File: src/rtl/alu_mc.sv
`default_nettype none
// ============================================================================
//  Module   : alu_mc
//  Purpose  : Registered multi-cycle ALU with NZCV flags, shifts and an
//             iterative shift-add multiplier behind start/ready/valid.
//  Revision : 1.0  initial release
// ============================================================================
module alu_mc #(
    parameter int WIDTH = 32
) (
    input  logic             clk,
    input  logic             reset,
    input  logic             start,
    input  logic [WIDTH-1:0] a,
    input  logic [WIDTH-1:0] b,
    input  logic [2:0]       ALUControl,
    output logic             ready,
    output logic             valid,
    output logic [WIDTH-1:0] result,
    output logic [3:0]       ALUFlags
);

    localparam int             c_lg       = $clog2(WIDTH);
    localparam logic [c_lg-1:0] c_cnt_last = c_lg'(WIDTH - 1);

    localparam logic [0:0] c_st_idle = 1'b0;
    localparam logic [0:0] c_st_mul  = 1'b1;

    localparam logic [2:0] c_op_and = 3'b000;
    localparam logic [2:0] c_op_or  = 3'b001;
    localparam logic [2:0] c_op_add = 3'b010;
    localparam logic [2:0] c_op_sub = 3'b011;
    localparam logic [2:0] c_op_mul = 3'b100;
    localparam logic [2:0] c_op_lsl = 3'b101;
    localparam logic [2:0] c_op_lsr = 3'b110;
    localparam logic [2:0] c_op_asr = 3'b111;

    logic [0:0]       r_state;
    logic [0:0]       w_state_next;
    logic [WIDTH-1:0] r_ma;
    logic [WIDTH-1:0] r_mb;
    logic [WIDTH-1:0] r_acc;
    logic [c_lg-1:0]  r_cnt;
    logic             r_valid;
    logic [WIDTH-1:0] r_result;
    logic [3:0]       r_flags;

    logic [c_lg-1:0]  w_sh;
    logic [WIDTH:0]   w_sum;
    logic [WIDTH:0]   w_dif;
    logic [WIDTH:0]   w_lsl;
    logic [WIDTH:0]   w_lsr;
    logic [WIDTH:0]   w_asr;
    logic [WIDTH-1:0] w_res;
    logic             w_c;
    logic             w_v;
    logic [WIDTH-1:0] w_pp;
    logic [WIDTH-1:0] w_acc_next;
    logic             w_mul_last;

    // Shifts run one bit wider so the last bit shifted out lands in a fixed
    // position and becomes the carry; sh==0 naturally yields C=0.
    always_comb begin
        w_sh  = b[c_lg-1:0];
        w_sum = {1'b0, a} + {1'b0, b};
        w_dif = {1'b0, a} + {1'b0, ~b} + (WIDTH+1)'(1);
        w_lsl = {1'b0, a} << w_sh;
        w_lsr = {a, 1'b0} >> w_sh;
        w_asr = $signed({a, 1'b0}) >>> w_sh;
        w_res = '0;
        w_c   = 1'b0;
        w_v   = 1'b0;
        case (ALUControl)
            c_op_and: w_res = a & b;
            c_op_or:  w_res = a | b;
            c_op_add: begin
                w_res = w_sum[WIDTH-1:0];
                w_c   = w_sum[WIDTH];
                w_v   = (a[WIDTH-1] == b[WIDTH-1]) && (w_sum[WIDTH-1] != a[WIDTH-1]);
            end
            c_op_sub: begin
                w_res = w_dif[WIDTH-1:0];
                w_c   = w_dif[WIDTH];
                w_v   = (a[WIDTH-1] != b[WIDTH-1]) && (w_dif[WIDTH-1] != a[WIDTH-1]);
            end
            c_op_lsl: begin
                w_res = w_lsl[WIDTH-1:0];
                w_c   = w_lsl[WIDTH];
            end
            c_op_lsr: begin
                w_res = w_lsr[WIDTH:1];
                w_c   = w_lsr[0];
            end
            c_op_asr: begin
                w_res = w_asr[WIDTH:1];
                w_c   = w_asr[0];
            end
            default: w_res = '0;
        endcase
    end

    // r_ma/r_mb shift each step, so r_ma always equals a << cnt
    always_comb begin
        w_pp       = r_mb[0] ? r_ma : '0;
        w_acc_next = r_acc + w_pp;
        w_mul_last = (r_cnt == c_cnt_last);
    end

    always_comb begin
        w_state_next = r_state;
        case (r_state)
            c_st_idle: if (start && (ALUControl == c_op_mul)) w_state_next = c_st_mul;
            c_st_mul:  if (w_mul_last) w_state_next = c_st_idle;
            default:   w_state_next = c_st_idle;
        endcase
    end

    always_ff @(posedge clk) begin
        if (reset) r_state <= c_st_idle;
        else       r_state <= w_state_next;
    end

    always_ff @(posedge clk) begin
        if (reset) begin
            r_ma     <= '0;
            r_mb     <= '0;
            r_acc    <= '0;
            r_cnt    <= '0;
            r_valid  <= 1'b0;
            r_result <= '0;
            r_flags  <= '0;
        end else begin
            r_valid <= 1'b0;
            case (r_state)
                c_st_idle: begin
                    if (start) begin
                        if (ALUControl == c_op_mul) begin
                            r_ma  <= a;
                            r_mb  <= b;
                            r_acc <= '0;
                            r_cnt <= '0;
                        end else begin
                            r_result <= w_res;
                            r_flags  <= {w_res[WIDTH-1], ~|w_res, w_c, w_v};
                            r_valid  <= 1'b1;
                        end
                    end
                end
                c_st_mul: begin
                    r_acc <= w_acc_next;
                    r_ma  <= r_ma << 1;
                    r_mb  <= r_mb >> 1;
                    r_cnt <= r_cnt + c_lg'(1);
                    if (w_mul_last) begin
                        r_result <= w_acc_next;
                        r_flags  <= {w_acc_next[WIDTH-1], ~|w_acc_next, 2'b00};
                        r_valid  <= 1'b1;
                    end
                end
                default: r_valid <= 1'b0;
            endcase
        end
    end

    always_comb begin
        ready    = (r_state == c_st_idle);
        valid    = r_valid;
        result   = r_result;
        ALUFlags = r_flags;
    end

endmodule
`default_nettype wire
File: config.mk
export PLATFORM = sky130hd
export DESIGN_NAME = alu_mc
export DESIGN_NICKNAME = d
export VERILOG_FILES = /design/src/rtl/alu_mc.sv
export SDC_FILE = /design/constraint.sdc
export NUM_CORES = 1
export LEC_CHECK = 0
export CAP_MARGIN = 0
export CORE_UTILIZATION = 40
export DETAILED_ROUTE_END_ITERATION = 10
export GPL_TIMING_DRIVEN = 0
export SLEW_MARGIN = 10
export SYNTH_ARGS = -nofsm -noshare
export SYNTH_HDL_FRONTEND = slang
export SYNTH_SLANG_ARGS = --single-unit
File: constraint.sdc
create_clock -name clk -period 9.7 [get_ports clk]
set_input_delay 1.94 -clock clk [delete_from_list [all_inputs] [get_ports clk]]
set_output_delay 1.94 -clock clk [all_outputs]
set_load 0.02 [all_outputs]
==> flow_summary.ini, run 1 <==
[outcome]
outcome = finished, final reports clean

[routing]
vias = 20090
drtAntennaViolNets = 0
drt-total-wl_um = 96490
first_pass_iters = 8
drt_iter0_drc = 3417
drcViolationCount = 0
avgRoutedWirePerCell_um = 33.38
avgViaCountPerCell = 6.949

[critical_path]
crit_path_end_kind = register
reg2reg_slack_ns = 5.32
worstSetupPathDepth = 20
cp_max_fo = 11
path_cells = clkdlybuf4s50_1, buf_2, inv_1, buf_2, buf_2, buf_2, buf_2, ha_1, nand2b_4, a2111o_1, a311oi_1, nor3_1, o22ai_1, a2111oi_0, a311oi_1, o2111a_1, nand4bb_1, nor4_1, nand2_1, a311oi_2
cp.arrival_ns = 8.81
cp.required_ns = 10.06
crit_family = compound AO/OA/AOI/OAI gates
cp_num_buf_inv = 7
rr_endpoint = ALUFlags[2]
crit_end = ALUFlags[2]
cpMaxStageDelayCell = a311oi_1
max_stage_delay_ns = 1.14
crit_path_frequent_cell = buf_2
setup.worst_path.start = b[2]
reg2reg_depth = 15
worstReg2RegStart = r_mb[0]
critical_path_class = in2reg
worstSetupStartpointType = input pin

[synth]
seq_area_frac_synth = 0.1715
synth.distinct_cells = 88
synth_edf_count = 0
synth_top_area_frac = 0.1715
synth-seq-cells = 138
synth.net_count = 2428
netlist_instances = 2219
yosysTopAreaCell = dfxtp_1
yosys_warnings = 0
synth_area_sq_um = 16110
ys.flop_type = dfxtp_1
avgSynthCellArea_sq_um = 7.260
async_flop_share = 0
synth.area.top_cells = dfxtp_1 (17%), ha_1 (11%), nor2_1 (6.6%)

[power_and_ir_drop]
seq_power_share = 0.273
combinationalPowerShare = 0.416
power_density_nw_per_um2 = 118.9
p_leak_nw = 7.290
pwr-share-clk = 0.311
ir_drop_mv = 0.1335
p_sw_mw = 0.9260
p_int_mw = 1.273
p_sw_frac = 0.4211

[sta]
slew_headroom = 0.05736
min_period_ns = 8.451
setup_ws_ns = 1.249
period_share = 0.8712
fin_tns_setup_ns = 0
rsz0062_at_grt = false
clock_skew_ns = 0.01125
timing.fmax_mhz = 118.3
drv_slew = 0
finalHoldViolCount = 0
setup_viol = 0
max_slew.worst_pin.slew_ns = 1.404

[global_route]
grt_overflow_total = 0
grt_pass1_vias = 18351
grt_use_total = 0.4577
grt_max_degree = 17
antenna_found_initial = 9
grt_pass1_wl_um = 134200

[die]
pin_count = 108
start_util = 0.4055
rows = 73
die_h_um = 202.7
fp.dieW_um = 202.7
coreArea_sq_um = 39730
dieArea_sq_um = 41080

[placement]
gp_congestion = 1.160
port-buffer-count = 107
pre_cts_slack_ns = 1.245
hpwl_um = 77100

[cts]
cts_tree = done
cts-root-buf = clkbuf_16
numCtsBuffers = 17
cts_resized = 0
cts_hold_buf = 0
clock_latency_ns = 0.44
cts_max_level = 4
cts_sinks = 138
path_clk_slew_ns = 0.07
clk_path_buf_depth = 2
cts_setup_buffers = 0

[final_layout]
multi_input_area_sq_um = 12200
area_growth_pct = 14.78
nets = 2556
seqCellArea_sq_um = 2763
drive_gt1_frac = 0.05890
finish.utilization = 0.4654
n_fill_cell = 4083

[worst_hold_path]
min_from = result[8]
hold_path.class = reg2reg

[job]
cap_viol_max_count = 0
==> final cells by class <==
class / instances / area share
flip-flops and latches: 138 / 0.1494
plain buffers: 171 / 0.04134
multi-input cells: 1804 / 0.6600
well taps: 525 / 0.03552
diodes: 6 / 0.0008120
inverters: 106 / 0.02152
clock inverters: 13 / 0.008864
clock buffers: 19 / 0.02395
repair buffers: 109 / 0.05860
==> registers in the layout, summed over array words and instances, names as in the netlist <==
name	cells
r_acc	32
r_ma	32
r_mb	32
result	32
r_cnt	5
ALUFlags	3
r_state	1
valid	1
==> cells in the mapped netlist, types with 7 or more instances <==
| cell type | n |
|---|---|
| xnor2_1 | 41 |
| o211ai_1 | 45 |
| dfxtp_1 | 138 |
| nor3_1 | 45 |
| a31oi_1 | 25 |
| nand3_1 | 32 |
| o21bai_1 | 15 |
| inv_1 | 105 |
| a211oi_1 | 30 |
| and2_1 | 39 |
| nor2_1 | 282 |
| or3_1 | 9 |
| a211o_1 | 10 |
| ha_1 | 136 |
| buf_4 | 9 |
| mux2_2 | 22 |
| and3_1 | 9 |
| a22oi_1 | 20 |
| a311oi_1 | 11 |
| a222oi_1 | 64 |
| clkbuf_1 | 118 |
| or2_2 | 11 |
| o21a_1 | 8 |
| a221oi_1 | 21 |
| nor4_1 | 19 |
| buf_1 | 17 |
| o21ai_0 | 138 |
| o31ai_1 | 21 |
| a221o_1 | 7 |
| xor2_1 | 18 |
| nor2b_1 | 23 |
| o221ai_1 | 18 |
| a21o_1 | 19 |
| o22ai_1 | 23 |
| a2111oi_0 | 9 |
| mux4_2 | 20 |
| nand2_1 | 221 |
| nand4_1 | 20 |
| mux2i_1 | 61 |
| nand2b_1 | 18 |
| a21oi_1 | 197 |
| buf_2 | 21 |
==> power by group through the flow <==
stage | Sequential [mW] | Clock (mW) | Combinational [mW]
finish | 0.601 | 0.683 | 0.915
global placement | 0.613 | 0 | 0.857
global route | 0.602 | 0.710 | 0.935
floorplan | 0.622 | 0 | 0.463
CTS | 0.600 | 0.680 | 0.862
detailed placement | 0.613 | 0 | 0.858
==> per-stage QoR <==
step                      std cells  instance area [sq um]  hold slack [ns]  total power [mW]
after floorplan                2219                  16110           0.4362             1.085
after global placement         2851                  17840           0.4478             1.470
after detailed placement       2853                  17860           0.4506             1.471
after CTS                      2885                  18470           0.4591             2.142
after global routing           2886                  18480           0.4780             2.247
final                          2891                  18490           0.4580             2.199
==> cells in the final DEF, fill, tap and decap left out, drive strengths merged, types with 20 or more instances in the layout <==
cell,synthesis,final
clkbuf,118,137
mux4,21,21
and2,39,39
a211oi,31,31
nor2b,23,23
inv,105,109
o31ai,21,21
clkdlybuf4s50,0,107
a221oi,21,21
a22oi,20,20
nor3,45,45
mux2,24,24
nand4,20,20
buf,53,55
mux2i,62,62
nand2,221,221
ha,136,136
dfxtp,138,138
a222oi,64,64
nand3,32,32
o21ai,138,138
a31oi,25,25
xnor2,41,41
o211ai,45,45
a21oi,197,197
o22ai,23,23
nor2,282,282
==> layer usage <==
layer  wire length [um]  global-route usage  vias to the layer above
met5                 34                   0                        -
li1                   -                   -                     8509
met2              38070              0.6338                     1579
met1              38070              0.5958                     9680
met4               6990              0.2981                        6
met3              13330              0.1592                      316
==> cells by family after synthesis <==
| group | Yosys count | synth area share |
|---|---|---|
| simple gates | 750 | 0.2105 |
| compound gates | 749 | 0.3189 |
| buf+inv | 277 | 0.07215 |
| fa+ha+maj | 139 | 0.1094 |
| flops | 138 | 0.1715 |
| mux | 107 | 0.08559 |
| xor+xnor | 59 | 0.03207 |
==> how the worst min path moves through the flow <==
| stage | endpoint | slack (ns) | depth (start not counted) |
|---|---|---|---|
| 6_report | result[8] | 0.46 | 2 |
| 5_1_grt | r_acc[12] | 0.48 | 2 |
| 4_1_cts | result[8] | 0.46 | 2 |
| 3_5_place_dp | result[8] | 0.45 | 2 |
| 3_3_place_gp | r_acc[25] | 0.45 | 2 |
| 2_1_floorplan | r_acc[4] | 0.44 | 2 |
==> worst min-delay path: stages, from the launching register on <==
cell and delay, ns:
dfxtp_1 0.31, nand2_1 0.05, a21oi_1 0.05
(Power assumes the default switching activity.)
==> run 2: changes to the inputs <==
--- a/config.mk
+++ b/config.mk
@@ -5,6 +5,7 @@
 export SDC_FILE = /design/constraint.sdc
 export NUM_CORES = 1
 export LEC_CHECK = 0
+export ABC_AREA = 1
 export CAP_MARGIN = 0
 export CORE_UTILIZATION = 40
 export DETAILED_ROUTE_END_ITERATION = 10
==> run 2 against run 1 <==
Setup slack better by 2.6 ns; die area grew 9.7%; clock skew decreased by 0.0030 ns; critical path depth up 5; synthesized cell count up 46%; register-to-register slack improved by 0.56 ns; clock power grew 11%; synthesized area is 9.8% higher; flip-flop and latch count unchanged; power grew 1.6%; highest routed layer unchanged.
==> flow_summary.ini, run 2 <==
[synth]
avgSynthCellArea_sq_um = 5.456
ys.flop_type = dfxtp_1
seq_area_frac_synth = 0.1561
synth.distinct_cells = 47
yosys_warnings = 0
synth.most_common_cell = nand2_1
synth.net_count = 3452
synth.area.top_cells = nand2_1 (23%), dfxtp_1 (16%), nand3_1 (14%)
netlist_instances = 3243
synth_top_area_frac = 0.2300
synth-seq-cells = 138
async_flop_share = 0
synth_edf_count = 0
netlist_top_cells_count = nand2_1 (1084), nand3_1 (489), inv_1 (375), nor2_1 (272), a21oi_1 (161)
synth_area_sq_um = 17690
yosysTopAreaCell = nand2_1

[die]
fp.dieW_um = 212.3
pin_count = 108
die_h_um = 212.3
rows = 76
coreArea_sq_um = 43360
dieArea_sq_um = 45080
start_util = 0.4081

[outcome]
outcome = finished, final reports clean

[critical_path]
crit_path_end_kind = register
crit_path_frequent_cell = nand2_1
cp.arrival_ns = 6.26
cp.required_ns = 10.08
worstSetupStartpointType = input pin
crit_family = simple AND/OR/NAND/NOR gates
cp_num_buf_inv = 7
cp_max_fo = 11
critical_path_class = in2reg
cpMaxStageDelayCell = clkdlybuf4s50_1
max_stage_delay_ns = 0.47

[placement]
gp_congestion = 1.102
pre_cts_slack_ns = 3.606
hpwl_um = 81390
port-buffer-count = 107
place_area_sq_um = 19500
placed_cells = 3935

[routing]
drt-total-wl_um = 100300
drtAntennaViolNets = 0
drcViolationCount = 0
avgRoutedWirePerCell_um = 25.28
drt_iter0_drc = 3500
vias = 24011
first_pass_iters = 10
avgViaCountPerCell = 6.050

[power_and_ir_drop]
p_int_mw = 1.308
power_density_nw_per_um2 = 110.7
pwr-share-clk = 0.340
p_leak_nw = 9.991
p_sw_frac = 0.4145
p_sw_mw = 0.9260
ir_drop_mv = 0.1546
combinationalPowerShare = 0.389
seq_power_share = 0.271

[final_layout]
n_fill_cell = 4816
seqCellArea_sq_um = 2763
final_cell_mix = nand2_1 (1084), nand3_1 (489), inv_1 (375), nor2_1 (272), a21oi_1 (161)
drive_gt1_frac = 0.04554
area_growth_pct = 14.03
multi_input_area_sq_um = 12770
finish.utilization = 0.4653
fin_cells = 3969
nets = 3578
post-route-cell-area_sq_um = 20180
mostFrequentLayoutCell = nand2_1

[worst_hold_path]
hold_path.class = reg2reg

[cts]
cts_max_level = 4
cts_setup_buffers = 0
cts-root-buf = clkbuf_16
path_clk_slew_ns = 0.06
clk_path_buf_depth = 2
cts_sinks = 138
cts_hold_buf = 0
cts_tree = done
numCtsBuffers = 17
cts_resized = 0
clock_latency_ns = 0.44

[global_route]
grt_overflow_total = 0
grt_pass1_vias = 22177
grt_use_total = 0.4390
grt_max_degree = 17
antenna_found_initial = 4
grt_pass1_wl_um = 143300

[sta]
max_slew.worst_pin.slew_ns = 1.024
rsz0062_at_grt = false
fin_tns_setup_ns = 0
setup_ws_ns = 3.822
min_period_ns = 5.878
drv_slew = 0
period_share = 0.6060
slew_headroom = 0.3148
setup_viol = 0
finalHoldViolCount = 0
clock_skew_ns = 0.008211
timing.fmax_mhz = 170.1

[job]
cap_viol_max_count = 0
[run 2: cell count changes after synthesis, sizes merged, moves of 35 or more]
cell	before	now
mux2i	62	0
nand2	221	1102
a222oi	64	0
buf	53	90
nand3	32	493
xnor2	41	6
inv	105	388
clkbuf	118	59
a31oi	25	79
a21oi	197	161
[run 2: final timing paths]
check,from,endpoint,slack [ns],depth (start not counted)
worst max-delay path,b[2],ALUFlags[2],3.82,25
worst min-delay path,r_mb[20],r_mb[20],0.47,2
worst max register to register,r_mb[0],ALUFlags[2],5.88,18
worst min register to register,r_mb[20],r_mb[20],0.47,2
[run 2: metrics by stage]
stage	hold WS, ns	power [mW]
floorplan	0.4412	1.088
detailed placement	0.4605	1.437
global placement	0.4487	1.433
global route	0.4908	2.296
CTS	0.4689	2.178
finish	0.4745	2.234
[run 2: power by group through the flow]
stage          Combinational (mW)  Clock, mW  Sequential, mW
2_1_floorplan               0.463          0           0.625
3_3_place_gp                0.819          0           0.615
3_5_place_dp                0.822          0           0.615
4_1_cts                     0.826      0.748           0.603
5_1_grt                     0.916      0.775           0.605
6_report                    0.869      0.760           0.605
[run 2: kinds of logic (layout without fill, tap and decap cells)]
family	count (synthesis)	count (layout)	synth area share
AO/OA/AOI/OAI	439	439	0.1406
XOR/XNOR	18	18	0.008910
adder cells (fa/ha/maj)	139	139	0.09956
buffers and inverters	538	677	0.1222
flip-flops	138	138	0.1561
other	0	2	0
AND/OR/NAND/NOR	1971	1971	0.4726
[run 2: final cells by class]
type,instances,area share
Buffer,149,0.03466
Clock buffer,17,0.02108
Antenna cell,2,0.0002480
Clock inverter,15,0.01234
Inverter,389,0.07249
Tap cell,585,0.03628
Sequential cell,138,0.1369
Timing Repair Buffer,107,0.05308
Multi-Input combinational cell,2567,0.6329
[run 2: worst register-to-register path, cell delays in order, from the launching register on]
cell and delay, ns:
dfxtp_1 0.33, clkbuf_1 0.35, clkbuf_1 0.44, nand2_1 0.11, inv_1 0.09, ha_1 0.29, a21oi_1 0.17, nand2_1 0.15
a21boi_0 0.41, o21ai_1 0.29, xnor2_1 0.23, nand2_1 0.07, nor2_1 0.13, nand2_1 0.08, nor2_1 0.22, nand4_1 0.17
nand3_1 0.15, nand2_1 0.06, inv_1 0.05
[run 2: metal layers]
layer  wire (um)  global-route usage
met5         151             0.02113
met3       12220              0.1170
met1       37860              0.5369
met4        8329              0.3098
met2       41770              0.6644
